## config.mk

```make
export PLATFORM = sky130hd
export DESIGN_NAME = tx_hex_fmt
export DESIGN_NICKNAME = d
export VERILOG_FILES = /design/src/rtl/tx_hex_fmt.sv
export SDC_FILE = /design/constraint.sdc
export NUM_CORES = 1
export LEC_CHECK = 0
export CORE_MARGIN = 2
export CORE_UTILIZATION = 47
export DETAILED_ROUTE_END_ITERATION = 8
export GPL_TIMING_DRIVEN = 1
export PLACE_DENSITY_LB_ADDON = 0.3
export SLEW_MARGIN = 20
export SYNTH_ARGS = -nofsm -noshare
export SYNTH_HDL_FRONTEND = slang
export SYNTH_SLANG_ARGS = --single-unit
```

## constraint.sdc

```tcl
create_clock -name clk -period 2.2 [get_ports clk]
set_input_delay 0.22 -clock clk [delete_from_list [all_inputs] [get_ports clk]]
set_output_delay 0.22 -clock clk [all_outputs]
set_load 0.02 [all_outputs]
```

## src/rtl/tx_hex_fmt.sv

```systemverilog
// -----------------------------------------------------------------------------
// tx_hex_fmt
// Transmit-side formatter that sits between the debug command handlers and the
// UART transmitter.
//   type_tx=1 : the 32-bit word is sent as 8 uppercase ASCII hex characters,
//               most significant nibble first, followed by one SEP_CHAR byte.
//               With EMPTY_DASH=1 the "empty slot" word 32'hFFFF_FFFF is shown
//               as eight '-' characters instead of "FFFFFFFF".
//   type_tx=0 : dout[7:0] is sent as one raw byte (CR, LF, ...).
// ack_tx pulses for one cycle after the UART has accepted the last byte.
//
// Ports
//   clk      in   1   system clock, rising edge
//   rstn     in   1   synchronous reset, active low
//   req_tx   in   1   request; dout/type_tx stable while high
//   type_tx  in   1   1 = hex word, 0 = raw byte
//   dout     in   32  data to send
//   ack_tx   out  1   one-cycle pulse: request fully transmitted
//   tx_data  out  8   byte to the UART transmitter
//   tx_vld   out  1   tx_data valid
//   tx_rdy   in   1   UART accepts tx_data when tx_vld & tx_rdy
//   busy     out  1   high whenever the FSM is not IDLE
// All outputs come straight from flops.
// -----------------------------------------------------------------------------
module tx_hex_fmt #(
  parameter logic [7:0] SEP_CHAR   = 8'h20,
  parameter bit         EMPTY_DASH = 1'b1
) (
  input  logic        clk,
  input  logic        rstn,
  input  logic        req_tx,
  input  logic        type_tx,
  input  logic [31:0] dout,
  output logic        ack_tx,
  output logic [7:0]  tx_data,
  output logic        tx_vld,
  input  logic        tx_rdy,
  output logic        busy
);

  typedef enum logic [1:0] {
    IDLE    = 2'd0,
    SEND    = 2'd1,
    ACK     = 2'd2,
    WAIT_LO = 2'd3
  } state_t;

  state_t      state_q, state_d;
  logic [31:0] shift_q, shift_d;   // current nibble always sits in [31:28]
  logic        type_q,  type_d;
  logic        dash_q,  dash_d;    // latched "print as dashes" decision
  logic [3:0]  cnt_q,   cnt_d;     // characters still to be accepted
  logic [7:0]  tx_data_q, tx_data_d;
  logic        tx_vld_q,  tx_vld_d;
  logic        ack_q,     ack_d;
  logic        busy_q,    busy_d;

  // Nibble to uppercase ASCII hex digit.
  function automatic logic [7:0] hex_ascii(input logic [3:0] n);
    logic [7:0] c;
    if (n < 4'd10) begin
      c = 8'h30 + {4'h0, n};
    end else begin
      c = 8'h37 + {4'h0, n};
    end
    return c;
  endfunction

  // Character to present, given the word aligned so its next nibble is on
  // top and the number of characters still outstanding (1 = separator).
  function automatic logic [7:0] char_gen(input logic [31:0] word,
                                          input logic        is_hex,
                                          input logic [3:0]  left,
                                          input logic        dash);
    logic [7:0] c;
    if (!is_hex) begin
      c = word[7:0];
    end else if (left == 4'd1) begin
      c = SEP_CHAR;
    end else if (dash) begin
      c = 8'h2D;
    end else begin
      c = hex_ascii(word[31:28]);
    end
    return c;
  endfunction

  // Next-state and next-output logic.
  always_comb begin
    state_d   = state_q;
    shift_d   = shift_q;
    type_d    = type_q;
    dash_d    = dash_q;
    cnt_d     = cnt_q;
    tx_data_d = tx_data_q;
    tx_vld_d  = tx_vld_q;
    ack_d     = 1'b0;

    case (state_q)
      IDLE: begin
        if (req_tx) begin
          state_d   = SEND;
          shift_d   = dout;
          type_d    = type_tx;
          dash_d    = EMPTY_DASH && (dout == 32'hFFFF_FFFF);
          cnt_d     = type_tx ? 4'd9 : 4'd1;
          tx_vld_d  = 1'b1;
          tx_data_d = char_gen(dout, type_tx, type_tx ? 4'd9 : 4'd1,
                               EMPTY_DASH && (dout == 32'hFFFF_FFFF));
        end else begin
          tx_vld_d = 1'b0;
        end
      end
      SEND: begin
        if (tx_vld_q && tx_rdy) begin
          if (cnt_q == 4'd1) begin
            state_d   = ACK;
            tx_vld_d  = 1'b0;
            tx_data_d = 8'h00;
            cnt_d     = 4'd0;
            ack_d     = 1'b1;
          end else begin
            // Back-to-back: the next character is ready on the next cycle.
            shift_d   = {shift_q[27:0], 4'h0};
            cnt_d     = cnt_q - 4'd1;
            tx_data_d = char_gen({shift_q[27:0], 4'h0}, type_q,
                                 cnt_q - 4'd1, dash_q);
          end
        end else begin
          // Backpressure: hold the current character untouched.
          tx_vld_d = tx_vld_q;
        end
      end
      ACK: begin
        state_d = WAIT_LO;
      end
      WAIT_LO: begin
        // A request left high after the ack must not start a new word.
        if (!req_tx) begin
          state_d = IDLE;
        end else begin
          state_d = WAIT_LO;
        end
      end
      default: begin
        state_d   = IDLE;
        tx_vld_d  = 1'b0;
        tx_data_d = 8'h00;
        cnt_d     = 4'd0;
      end
    endcase

    busy_d = (state_d != IDLE);
  end

  // State and output registers with synchronous active-low reset.
  always_ff @(posedge clk) begin
    if (!rstn) begin
      state_q   <= IDLE;
      shift_q   <= 32'h0000_0000;
      type_q    <= 1'b0;
      dash_q    <= 1'b0;
      cnt_q     <= 4'd0;
      tx_data_q <= 8'h00;
      tx_vld_q  <= 1'b0;
      ack_q     <= 1'b0;
      busy_q    <= 1'b0;
    end else begin
      state_q   <= state_d;
      shift_q   <= shift_d;
      type_q    <= type_d;
      dash_q    <= dash_d;
      cnt_q     <= cnt_d;
      tx_data_q <= tx_data_d;
      tx_vld_q  <= tx_vld_d;
      ack_q     <= ack_d;
      busy_q    <= busy_d;
    end
  end

  assign ack_tx  = ack_q;
  assign tx_data = tx_data_q;
  assign tx_vld  = tx_vld_q;
  assign busy    = busy_q;

endmodule

```

==> metrics.md <==
| Metric | Value |
|---|---|
| Run status | `completed` |
| Max-Cap Viols | `0` |
| EDFF count, synth | `0` |
| Avg WL per Cell | `15.3 µm` |
| Peak supply drop | `338 µV` |
| Power Total | `2.02 mW` |
| Mapped Cells | `322` |
| Via Count | `2574` |
| Setup violators final | `0` |
| Clk_skew | `0.00718 ns` |
| Final cell count without fillers | `440` |
| Max Slew Vio Count | `0` |
| GRT overflow | `0` |
| PnR worst setup slack | `0.292 ns` |
| Top Ports | `48` |
| Fin crit period | `1.91 ns` |
| Pre-CTS WS | `-0.00150 ns` |
| Cell Pwr Density | `621 mW/mm²` |
| Core area | `0.00547 mm²` |
| Synth Warn # | `0` |
| Die Area | `0.00621 mm²` |
| # fillers | `547` |
| Sink of the worst hold path | `tx_data[5]` |
| Hold_ws | `0.472 ns` |
| Maximum fanout along the worst path | `6` |
| H-Tree Depth | `2` |
| Slew headroom | `68.3%` |
| Clk root buf | `clkbuf_8` |
| Final nets | `410` |
| Vias per inst | `5.85` |
| Num CTS Buffers | `5` |
| Syn Nets | `365` |
| Post-route setup TNS | `0 ns` |
| R2r setup slk | `0.29 ns` |
| Dpl hpwl | `5170 µm` |
| Layout Utilization | `59.5%` |
| Initial Utilization | `48.1%` |
| Critical Path AT | `2.09 ns` |
| Layout cells sized above 1 | `8.42%` |
| Crit path launch | `cnt_q[0]` |
| Vias in the first global route | `2330` |
| Setup CP Type | `register to register` |
| CTS max path bufs | `2` |
| Worst EP required | `2.38 ns` |
| ANT cells | `0` |
| Worst r2r src | `cnt_q[0]` |
| DR pass1 iterations | `5` |
| GPL Wtd Cong | `0.914` |
| Initial antenna violation count | `0` |
| Min-delay worst type | `register to register` |
| Insertion delay to the later sink of the worst-skew pair | `0.30 ns` |
| Synth cell types | `52` |
| Setup crit end kind | `register` |
| Asr flop ratio synth | `0%` |
| R2R cell count | `6` |
| Row cnt | `27` |
| Slew at the pin closest to its max-slew limit | `0.475 ns` |
| Post-Synthesis Cell Area | `0.00263 mm²` |
| Final Cycle Share | `86.7%` |
| Worst hold start | `tx_data[5]` |
| Area growth syn-to-layout | `23.8%` |
| Die Y | `78.8 µm` |
| Placed instance count | `432` |
| Reg-to-Reg End | `tx_data[1]` |
| Top FF cell, synth | `dfxtp_1` |
| Routed Wire Length | `6750 µm` |
| Post-CTS Resized | `0` |
| Seq cells post-synth | `47` |
| Fmax | `524 MHz` |
| Largest net degree at the start of global routing | `49` |
| DRC Markers | `0` |
| First-pass GRT wire length | `11100 µm` |
| Number of clock sinks | `47` |
| Critical Path Source Type | `register` |
| LEAKAGE | `1.44 nW` |
| Multi-input gate area | `0.00152 mm²` |
| Post-CTS Setup Repair Bufs | `0` |
| Total track usage | `22.3%` |
| Placed Area | `0.00316 mm²` |
| CTS hold repair buffers | `0` |
| Register area | `941 µm²` |
| Average size of a mapped cell | `8.17 µm²` |
| Sequential area share after synthesis | `35.8%` |
| Hold depth | `1` |
| CTS clk-pin slew, worst paths | `0.09 ns` |
| Final ANT Viol Nets | `0` |
| Hold Fails Final Rpt | `0` |
| Fin area | `0.00326 mm²` |
| Iteration-0 DRC Markers | `199` |
| Die Wd | `78.8 µm` |
| RSZ-0062 raised after global routing | `no` |
| Number of port buffers | `47` |
| CTS tree | `yes` |
## flip-flops by register name, indices dropped and copies added, names as in the netlist
name / count
shift_q: 28
tx_data: 8
cnt_q: 4
state_q: 2
ack_tx: 1
busy: 1
dash_q: 1
tx_vld: 1
type_q: 1
## kinds of logic (layout without fill, tap and decap cells)
group	after synthesis	after routing	synth area share, %
xor gates and xnor gates	2	2	0.666
AOI/OAI and AO/OA	91	91	27.0
DFF	47	47	35.8
adders and majority gates	6	6	2.85
buffers and inverters	30	76	6.47
and+or+nand+nor	146	146	27.3
## Yosys cell counts, drive strengths merged (2+ instances only)
| cell | instances | area, µm² |
|---|---|---|
| and2 | 4 | 27.5 |
| a21oi | 15 | 78.8 |
| or3b | 2 | 17.5 |
| nor2b | 8 | 57.6 |
| nor3b | 3 | 33.8 |
| a211oi | 2 | 15.0 |
| nor2 | 18 | 67.6 |
| a311oi | 3 | 26.3 |
| and3 | 3 | 18.8 |
| o211ai | 2 | 15.0 |
| buf | 15 | 114 |
| inv | 9 | 33.8 |
| xnor2 | 2 | 17.5 |
| a221oi | 3 | 26.3 |
| clkbuf | 6 | 22.5 |
| nor4 | 2 | 12.5 |
| or3 | 2 | 12.5 |
| a31oi | 4 | 40.0 |
| o211a | 24 | 240 |
| o21ai | 18 | 105 |
| a211o | 2 | 17.5 |
| nor3 | 4 | 20.0 |
| nand3 | 28 | 140 |
| a21boi | 4 | 30.0 |
| o21bai | 2 | 15.0 |
| dfxtp | 47 | 941 |
| a22oi | 5 | 37.5 |
| nand4 | 7 | 43.8 |
| nand2 | 61 | 231 |
| ha | 6 | 75.1 |
## power breakdown
part / switching, mW / internal, mW
Clock: 0.309 / 0.257
Combinational: 0.254 / 0.230
Sequential: 0.0523 / 0.921
## critical path: stages (launching register included)
cell      delay, ns
dfxtp_1        0.43
ha_1           0.18
or3b_2         0.51
o211ai_1       0.15
a21oi_1        0.11
a221oi_1       0.31
a21oi_1        0.10
## worst max path at each step
stage                 end  slack (ns)  depth (start not counted)
4_1_cts        tx_data[1]        0.30                          6
3_5_place_dp   tx_data[0]      -0.001                          7
6_report       tx_data[1]        0.29                          6
5_1_grt        tx_data[1]        0.08                          6
3_3_place_gp   tx_data[0]        0.21                          7
2_1_floorplan  tx_data[1]        0.54                          6
## layout by cell type, fill, tap and decap left out, types with 4 or more instances in the layout
cell	instances
a21boi_0	4
a21oi_1	14
a22oi_1	5
buf_4	11
clkbuf_8	6
clkdlybuf4s50_1	47
dfxtp_1	47
ha_1	6
inv_1	9
nand2_1	60
nand3_1	28
nand4_1	7
nor2_1	18
nor2b_1	7
nor3_1	4
o211a_1	24
o21ai_0	16
## layer usage
layer	wire length [µm]	up-vias	share of wire [%]	track usage, %
met2	3220	88	48	37.4
met5	0	-	0	0
met1	3030	1221	45	30.0
met4	124	0	1.8	6.03
li1	-	1254	-	-
met3	374	11	5.5	3.30
## final cells by class
cell class,count,area share [%]
clock buffers,6,2.54
clock inverters,2,0.499
inverters,9,1.04
multi-input cells,245,46.7
flip-flops and latches,47,28.9
well taps,72,2.77
repair buffers,59,17.6
No activity file was read; power rests on OpenSTA's default activity.
